**src/rtl/pipe_ctrl.sv**
```systemverilog
// -----------------------------------------------------------------------------
// pipe_ctrl -- pipeline hazard / flush controller
//
// Turns per-stage stall requests, a self-timed multi-cycle stall and a flush
// (exception / redirect) request into the hold vector and flush pulse that
// the pipeline stages consume.
//
// A stall at stage k must also hold every older stage (indices 0..k), so the
// hold vector is a "thermometer" running from stage 0 up to the highest
// requesting stage.
//
// Ports
//   clk, rst      : clock, asynchronous active-high reset
//   stallreq      : per-stage level stall request (index 0 = PC stage)
//   timed_req     : 1-cycle pulse starting a stall of timed_len cycles
//   timed_stage   : stage that owns the timed stall
//   timed_len     : timed stall length in cycles (0 = no stall)
//   flush_req     : flush request; flush_pc is captured with it
//   flush_pc      : redirect target
//   stall         : per-stage hold vector (combinational)
//   flush         : flush pulse, high for FLUSH_CYCLES cycles
//   new_pc        : registered redirect target, stable between flushes
//   busy          : controller is in TIMED or FLUSH
//   stall_timeout : sticky flag, stage 0 held for 2^WDOG_W-1 cycles
// -----------------------------------------------------------------------------
module pipe_ctrl #(
  parameter int NUM_STAGES   = 6,
  parameter int CNT_W        = 6,
  parameter int FLUSH_CYCLES = 1,
  parameter int WDOG_W       = 8,
  localparam int SW = (NUM_STAGES > 1) ? $clog2(NUM_STAGES) : 1
) (
  input  logic                  clk,
  input  logic                  rst,
  input  logic [NUM_STAGES-1:0] stallreq,
  input  logic                  timed_req,
  input  logic [SW-1:0]         timed_stage,
  input  logic [CNT_W-1:0]      timed_len,
  input  logic                  flush_req,
  input  logic [31:0]           flush_pc,
  output logic [NUM_STAGES-1:0] stall,
  output logic                  flush,
  output logic [31:0]           new_pc,
  output logic                  busy,
  output logic                  stall_timeout
);

  // Flush counter must be able to hold FLUSH_CYCLES itself.
  localparam int FW = (FLUSH_CYCLES > 1) ? $clog2(FLUSH_CYCLES + 1) : 1;

  typedef enum logic [1:0] {
    S_RUN   = 2'd0,
    S_TIMED = 2'd1,
    S_FLUSH = 2'd2
  } state_e;

  state_e                  state_q, state_d;
  logic [CNT_W-1:0]        cnt_q, cnt_d;
  logic [SW-1:0]           tstage_q, tstage_d;
  logic [FW-1:0]           fcnt_q, fcnt_d;
  logic [31:0]             new_pc_q, new_pc_d;
  logic [WDOG_W-1:0]       wdog_q, wdog_d;
  logic                    tmo_q, tmo_d;

  logic                    accept;
  logic                    timed_act;
  logic [SW-1:0]           timed_sel;
  logic [NUM_STAGES-1:0]   req_vec;
  logic [NUM_STAGES-1:0]   stall_c;

  // ---------------------------------------------------------------------------
  // Timed-stall acceptance. A flush in the same cycle wins, so the timed
  // request is simply dropped.
  // ---------------------------------------------------------------------------
  always_comb begin
    accept    = (state_q == S_RUN) && timed_req && (timed_len != '0) && !flush_req;
    // The stall is already visible in the accepting cycle, using the live
    // stage index; afterwards the latched copy is used.
    timed_act = accept || (state_q == S_TIMED);
    timed_sel = accept ? timed_stage : tstage_q;
  end

  // ---------------------------------------------------------------------------
  // Hold vector: stage j is held if any stage at index >= j requests.
  // ---------------------------------------------------------------------------
  always_comb begin
    req_vec = stallreq;
    if (timed_act)
      req_vec = req_vec | (NUM_STAGES'(1) << timed_sel);
  end

  always_comb begin
    stall_c = '0;
    if (!rst && (state_q != S_FLUSH)) begin
      for (int j = 0; j < NUM_STAGES; j++)
        stall_c[j] = |(req_vec >> j);
    end
  end

  // ---------------------------------------------------------------------------
  // Next-state logic
  // ---------------------------------------------------------------------------
  always_comb begin
    state_d  = state_q;
    cnt_d    = cnt_q;
    tstage_d = tstage_q;
    fcnt_d   = fcnt_q;
    new_pc_d = new_pc_q;

    if (flush_req) begin
      // Any state: (re)start the flush with the newest target and drop any
      // timed stall in progress.
      state_d  = S_FLUSH;
      new_pc_d = flush_pc;
      fcnt_d   = FW'(FLUSH_CYCLES);
      cnt_d    = '0;
    end else begin
      unique case (state_q)
        S_RUN: begin
          if (accept) begin
            tstage_d = timed_stage;
            // The accepting cycle is the first stall cycle, so the counter
            // covers the remaining timed_len-1 cycles.
            cnt_d    = timed_len - 1'b1;
            state_d  = (timed_len > CNT_W'(1)) ? S_TIMED : S_RUN;
          end
        end
        S_TIMED: begin
          if (cnt_q == CNT_W'(1)) begin
            state_d = S_RUN;
            cnt_d   = '0;
          end else begin
            cnt_d = cnt_q - 1'b1;
          end
        end
        S_FLUSH: begin
          if (fcnt_q == FW'(1)) begin
            state_d = S_RUN;
            fcnt_d  = '0;
          end else begin
            fcnt_d = fcnt_q - 1'b1;
          end
        end
        default: begin
          state_d = S_RUN;
          cnt_d   = '0;
          fcnt_d  = '0;
        end
      endcase
    end
  end

  // ---------------------------------------------------------------------------
  // Stall watchdog: counts consecutive cycles with the PC stage held.
  // The timeout flag survives the stall going away so software can see it;
  // only a flush (or reset) clears it.
  // ---------------------------------------------------------------------------
  always_comb begin
    wdog_d = wdog_q;
    if ((state_q == S_FLUSH) || !stall_c[0])
      wdog_d = '0;
    else if (wdog_q != '1)
      wdog_d = wdog_q + 1'b1;

    tmo_d = tmo_q;
    if (flush_req)
      tmo_d = 1'b0;
    else if (wdog_d == '1)
      tmo_d = 1'b1;
  end

  // ---------------------------------------------------------------------------
  // State registers
  // ---------------------------------------------------------------------------
  always_ff @(posedge clk or posedge rst) begin
    if (rst) begin
      state_q  <= S_RUN;
      cnt_q    <= '0;
      tstage_q <= '0;
      fcnt_q   <= '0;
      new_pc_q <= '0;
      wdog_q   <= '0;
      tmo_q    <= 1'b0;
    end else begin
      state_q  <= state_d;
      cnt_q    <= cnt_d;
      tstage_q <= tstage_d;
      fcnt_q   <= fcnt_d;
      new_pc_q <= new_pc_d;
      wdog_q   <= wdog_d;
      tmo_q    <= tmo_d;
    end
  end

  // ---------------------------------------------------------------------------
  // Outputs: everything except the hold vector comes straight from flops.
  // ---------------------------------------------------------------------------
  assign stall         = stall_c;
  assign flush         = (state_q == S_FLUSH);
  assign busy          = (state_q != S_RUN);
  assign new_pc        = new_pc_q;
  assign stall_timeout = tmo_q;

endmodule

```
**config.mk**
```make
export PLATFORM = sky130hd
export DESIGN_NAME = pipe_ctrl
export DESIGN_NICKNAME = d
export VERILOG_FILES = /design/src/rtl/pipe_ctrl.sv
export SDC_FILE = /design/constraint.sdc
export NUM_CORES = 1
export LEC_CHECK = 0
export CORE_MARGIN = 2
export CORE_UTILIZATION = 40
export CTS_BUF_LIST = sky130_fd_sc_hd__clkbuf_16
export DETAILED_ROUTE_END_ITERATION = 6
export GPL_TIMING_DRIVEN = 0
export PLACE_DENSITY_LB_ADDON = 0.2
export SETUP_SLACK_MARGIN = 0.05
export SYNTH_ARGS = -nofsm -noshare
export SYNTH_HDL_FRONTEND = slang
export SYNTH_SLANG_ARGS = --single-unit
```
**constraint.sdc**
```tcl
create_clock -name clk -period 3.34 [get_ports clk]
set_clock_uncertainty 0.05 [all_clocks]
set_input_delay 0.501 -clock clk [delete_from_list [all_inputs] [get_ports clk]]
set_output_delay 0.501 -clock clk [all_outputs]
set_load 0.05 [all_outputs]
```
==> results of run 1 <==
synth_stat cells (all sizes together), types with 5 or more instances:
master	count
a211oi	5
a21oi	8
buf	6
dfrtp	53
ha	6
inv	12
mux2	35
nand2	10
nand3	5
nor2	22
o21ai	6
o22ai	5
xnor2	5
kinds of logic (layout without fill, tap and decap cells):
logic type      count (synthesis)  after routing
simple gates                   61             61
mux                            37             37
compound gates                 50             50
xor+xnor                        7              7
flops                          53             53
fa+ha+maj                       7              7
buf+inv                        22            128
area by class of cell:
cell class / instances / area share (%)
Tap cell: 77 / 2.48
Sequential cell: 53 / 34.1
Timing Repair Buffer: 96 / 24.0
Clock buffer: 5 / 3.22
Buffer: 10 / 1.19
Multi-Input combinational cell: 162 / 32.8
Timing Repair inverter: 2 / 0.322
Inverter: 12 / 1.26
Clock inverter: 3 / 0.548
registers in the layout, indices dropped and copies added, names as in the netlist:
register       count
cnt_q              6
fcnt_q             1
stall_timeout      1
tstage_q           3
state_q            2
wdog_q             8
new_pc            32
report_power, final:
part | switching (mW) | internal, mW | total, mW
clock | 0.235 | 0.279 | 0.514
combinational | 0.302 | 0.217 | 0.519
sequential | 0.0378 | 0.700 | 0.738
worst max path at each step:
stage	start	to	slack [ns]	cells past startpoint
after CTS	timed_len[0]	stall[3]	-0.11	8
after floorplan	state_q[0]	stall[1]	0.42	7
after detailed placement	rst	stall[3]	-0.74	5
after global placement	rst	stall[4]	-0.74	5
after global routing	timed_len[4]	stall[0]	0.05	8
final	timed_len[4]	stall[0]	0.16	8
routing by layer:
layer	vias up	global-route usage (%)
met5	-	0
met4	0	6.35
met3	5	3.75
met2	41	29.8
met1	1077	23.0
li1	1070	-
what timing repair did:
action	in CTS	in global routing
gates resized for setup	18	7
buffers inserted	5	0
cloned	2	0
endpoints found under the setup margin	6	5
pin swaps	3	2
stage by stage:
step	setup TNS, ns	cells
after global routing	0	420
after global placement	-4.17	405
after CTS	-0.105	420
final	0	420
after detailed placement	-4.18	405
after floorplan	0	237
==> metrics.md, run 1 <==
| Metric | Value |
|---|---|
| Synth Area in XOR/XNOR | 2.28% |
| Worst flop-to-flop path startpoint | state_q[0] |
| Hpwl dp | 4570 um |
| Largest net degree at the start of global routing | 28 |
| Initial cell density of the core | 41.9% |
| Nets | 399 |
| Critical-path top delay cell | clkdlybuf4s50_1 |
| H-tree levels | 2 |
| RSZ-0062 raised after global routing | yes |
| Compound-cell area share of the yosys netlist | 14.8% |
| Clk sink count | 53 |
| Port Buffers | 91 |
| EDFF count, synth | 0 |
| Peak Freq | 314 MHz |
| CP Class | in2out |
| FF-to-FF End | stall_timeout |
| CTS tree | built |
| Top cells by area, synth | dfrtp_1 49%, mux2_2 15%, nor2_1 3.1% |
| Period utilisation layout | 95.3% |
| Worst Slack Setup Final | 0.158 ns |
| Fin util | 60.5% |
| Worst path arrival time | 2.63 ns |
| Clock root cell | clkbuf_16 |
| Main flop type after synthesis | dfrtp_1 |
| Max stage delay on crit path | 0.50 ns |
| HP Start | fcnt_q |
| Pre-antenna DRT Iters | 4 |
| Clock-pin slew on the worst setup and hold paths | 0.07 ns |
| Yosys warnings | 0 |
| Nature of the critical path endpoint | primary output |
| R2R cell count | 9 |
| Metal-1 WL | 2760 um |
| DR top layer | met4 |
| Vias | 2,193 |
| Leading cell types in the layout, fill and taps excluded | 84 x clkdlybuf4s50_1, 53 x dfrtp_1, 35 x mux2_2, 22 x nor2_1, 11 x inv_1 |
| Antenna violations before repair | 0 |
| Classification of the worst-slack hold path | reg2reg |
| DIE WIDTH | 86.0 um |
| Async S/R FF share, synth | 100% |
| Starting DRT DRC Count | 79 |
| Clock Path Buffers | 2 |
| Die Ht | 86.0 um |
| Routability cong. | 0.872 |
| # diodes | 0 |
| Vias in the first global route | 2,223 |
| Fill count | 538 |
| Multi-input logic area | 1270 sq um |
| Max-slew headroom | 56.4% |
| Worst-path cell chain | clkdlybuf4s50_1 -> nor4_4 -> a211oi_4 -> buf_4 -> a2111o_1 -> o31ai_4 -> inv_1 -> buf_2 |
| Register area share after synthesis | 49.3% |
| Reg-to-reg slack, setup | 1.12 ns |
| Area post-placement | 3700 sq um |
| Pins Over Slew Limit | 0 |
| Hold Crit Endpoint | fcnt_q |
| Post-route ant nets | 0 |
| Syn-to-layout area delta | 44.2% |
| Post-Synth Adder-Cell Area | 3.16% |
| Measured slew at the worst slew-check pin | 0.650 ns |
| Hold Fails Final Rpt | 0 |
| TritonCTS Buffers | 5 |
| Syn_area_per_cell | 11.4 sq um |
| GRT Util Overall | 17.9% |
| Synth top area share | 49.3% |
| Cell family with most CP delay | buffers and inverters |
| WHS | 0.451 ns |
| Buf/Inv on CP | 4 |
| First-pass GRT wire length | 10,400 um |
| Hold Path Depth | 1 |
| Sequential standard cell area | 1330 sq um |
| Max-cap viol count | 0 |
| GR Overflow Total | 0 |
| Clk_lat worst skew | 0.29 ns |
| Largest family of logic cells by synthesized area | multiplexers |
| Die area | 7400 sq um |
| Setup crit start kind | input pin |
| Wire per inst | 15.1 um |
| Post-synthesis mux area share | 15.4% |
| Post-Syn Area | 2690 sq um |
| Final WL | 6360 um |
| Seq cells post-synth | 53 |
| DR vias/cell | 5.22 |
| Yosys cell types | 49 |
| Worst-path fanout max | 4 |
| Post-route cell area | 3880 sq um |
| Commonest non-fill, non-tap cell in the layout | clkdlybuf4s50_1 |
| CORE AREA | 6420 sq um |
| Critical Path RT | 2.79 ns |
| Synth Area in Simple Gates | 11.8% |
| Cells after Synth | 237 |
| Status | completed |
| PwrDens | 456 nW/um^2 |
| Pre-CTS WS | -0.738 ns |
| DRC viols | 0 |
| Syn nets | 294 |
| VDD IR max | 0.000298 V |
| Largest area contributor in the netlist | dfrtp_1 |
| Met2 wire len | 3290 um |
| Final setup vio count | 0 |
| Length of routed met3 wiring | 242 um |
| Row cnt | 29 |
| Pleak | 1.59 nW |
| Hold_buf cts | 0 |
| Share of cells above drive strength 1 | 19.8% |
| IO Pins | 92 |
| Post-layout min period | 3.18 ns |
| Tot Pwr | 1.77 mW |
(Power assumes the default switching activity.)
==> run 2: changes to the inputs <==
--- a/config.mk
+++ b/config.mk
@@ -5,12 +5,13 @@
 export SDC_FILE = /design/constraint.sdc
 export NUM_CORES = 1
 export LEC_CHECK = 0
-export CORE_MARGIN = 2
+export CORE_MARGIN = 3
 export CORE_UTILIZATION = 40
 export CTS_BUF_LIST = sky130_fd_sc_hd__clkbuf_16
 export DETAILED_ROUTE_END_ITERATION = 6
 export GPL_TIMING_DRIVEN = 0
 export PLACE_DENSITY_LB_ADDON = 0.2
+export REMOVE_ABC_BUFFERS = 1
 export SETUP_SLACK_MARGIN = 0.05
 export SYNTH_ARGS = -nofsm -noshare
 export SYNTH_HDL_FRONTEND = slang
==> metrics.md, run 2 (same netlist as run 1, synthesis figures left out) <==
| Metric | Value |
|---|---|
| Share of cells above drive strength 1 | 19.3% |
| Reg-to-reg slack, setup | 0.91 ns |
| Row cnt | 29 |
| Measured slew at the worst slew-check pin | 0.666 ns |
| Post-layout min period | 3.16 ns |
| Worst-path cell chain | clkdlybuf4s50_1 -> nor4_4 -> a211oi_4 -> a2111o_1 -> o31ai_4 -> inv_1 -> clkbuf_2 |
| Post-route cell area | 3850 sq um |
| Vias in the first global route | 2,182 |
| Worst Setup EP | stall[0] |
| Sequential power share | 40.4% |
| Port Buffers | 91 |
| GR Overflow Total | 0 |
| IO Pins | 92 |
| Hold Path Depth | 1 |
| Clk_lat worst skew | 0.28 ns |
| Die Ht | 88.0 um |
| CORE AREA | 6420 sq um |
| Nature of the critical path endpoint | primary output |
| Hpwl dp | 4590 um |
| DRC viols | 0 |
| Max-cap viol count | 0 |
| Critical-path top delay cell | clkdlybuf4s50_1 |
| Starting DRT DRC Count | 56 |
| HP Start | fcnt_q |
| Switch Pwr | 0.561 mW |
| Area post-placement | 3670 sq um |
| # diodes | 0 |
| Final WL | 6280 um |
| Clock Path Buffers | 2 |
| Switching Share | 30.7% |
| Pins Over Slew Limit | 0 |
| Hold_buf cts | 0 |
| Leading cell types in the layout, fill and taps excluded | 83 x clkdlybuf4s50_1, 53 x dfrtp_1, 35 x mux2_2, 22 x nor2_1, 11 x inv_1 |
| Initial cell density of the core | 41.9% |
| Setup crit start kind | input pin |
| Worst-path fanout max | 5 |
| FF-to-FF End | stall_timeout |
| DIE WIDTH | 88.0 um |
| Critical path depth in cells | 7 |
| Worst path arrival time | 2.60 ns |
| Max-slew headroom | 55.6% |
| Pre-antenna DRT Iters | 4 |
| Setup_tns | 0 ns |
| Post-route ant nets | 0 |
| R2R cell count | 6 |
| TritonCTS Buffers | 5 |
| Peak Freq | 317 MHz |
| Commonest non-fill, non-tap cell in the layout | clkdlybuf4s50_1 |
| Buf/Inv on CP | 3 |
| Wire per inst | 15.4 um |
| First-pass GRT wire length | 10,100 um |
| Cell family with most CP delay | compound AO/OA/AOI/OAI gates |
| Vias | 2,131 |
| Comb power frac | 28.0% |
| RSZ-0062 raised after global routing | yes |
| GRT Util Overall | 16.3% |
| Worst flop-to-flop path startpoint | state_q[0] |
| Clock power share | 31.5% |
| Clock root cell | clkbuf_16 |
| Nets | 387 |
| Hold Fails Final Rpt | 0 |
| Period utilisation layout | 94.5% |
| Largest register FFs | 32 |
| VDD IR max | 0.000344 V |
| Clock-pin slew on the worst setup and hold paths | 0.07 ns |
| Crit. Startpoint | timed_len[4] |
| Internal | 1.27 mW |
| Routability cong. | 0.795 |
| WHS | 0.425 ns |
| Antenna violations before repair | 0 |
| Final setup vio count | 0 |
| Syn-to-layout area delta | 43.0% |
| Max stage delay on crit path | 0.49 ns |
| Sequential standard cell area | 1330 sq um |
| Status | completed |
| CTS tree | built |
| Critical Path RT | 2.79 ns |
| Largest net degree at the start of global routing | 43 |
| Fill count | 565 |
| Die area | 7750 sq um |
| Classification of the worst-slack hold path | reg2reg |
| Tot Pwr | 1.83 mW |
| H-tree levels | 2 |
| DR vias/cell | 5.22 |
| PwrDens | 475 nW/um^2 |
| Pleak | 1.59 nW |
| Multi-input logic area | 1270 sq um |
| Clk sink count | 53 |
| CP Class | in2out |
run 2: cell count changes in the layout (fill, tap and decap cells not counted), moves of 2 or more:
| cell | change |
|---|---|
| buf_1 | -4 |
| clkbuf_1 | -4 |
| buf_2 | -2 |
| clkinvlp_4 | -2 |
run 2: layer usage:
layer  wire length, um  part of all wire [%]  up-vias  global-route usage, %
met5                 0                     0        -                      0
met4                23                  0.37        0                   3.30
met3               339                   5.4        2                   4.99
met2              3160                    50       42                   27.3
met1              2750                    44     1035                   21.1
li1                  -                     -     1052                      -
run 2: what timing repair did:
| item | in CTS | in global routing |
|---|---|---|
| pin swaps | 3 | 2 |
| setup endpoints to repair | 6 | 6 |
| gates resized for setup | 18 | 6 |
| buffers inserted | 2 | 2 |
| gates cloned | 0 | 0 |
run 2: worst min-delay path by stage:
stage	endpoint	slack [ns]
after floorplan	fcnt_q	0.40
after global placement	fcnt_q	0.41
after detailed placement	fcnt_q	0.42
after CTS	state_q[1]	0.43
after global routing	state_q[1]	0.44
final	state_q[1]	0.43
run 2: final cells by class:
class,instances,share of cell area [%]
Multi-Input combinational cell,162,33.1
Tap cell,77,2.50
Clock buffer,5,3.25
Timing Repair Buffer,96,24.4
Sequential cell,53,34.4
Clock inverter,3,1.07
Inverter,12,1.17
run 2: worst reg2reg max path, delay by kind of cell, from the launching register on:
kind | cells | cell delay [ns]
buf+inv | 1 | 0.21
compound gates | 4 | 0.96
flops | 1 | 0.49
simple gates | 1 | 0.58
run 2: power groups by stage:
stage	clock network, mW	registers (mW)	logic [mW]
6_report	0.576	0.739	0.512
5_1_grt	0.618	0.747	0.544
4_1_cts	0.593	0.740	0.518
3_5_place_dp	0	0.752	0.517
3_3_place_gp	0	0.748	0.511
2_1_floorplan	0	0.885	0.175
run 2: through the flow:
step | util [%] | instances | worst slack, ns
finish | 59.9 | 408 | 0.185
global route | 59.9 | 408 | 0.0427
CTS | 59.8 | 406 | -0.0436
detailed placement | 57.1 | 396 | -0.588
global placement | 56.9 | 395 | -1.59
floorplan | - | 227 | -0.213
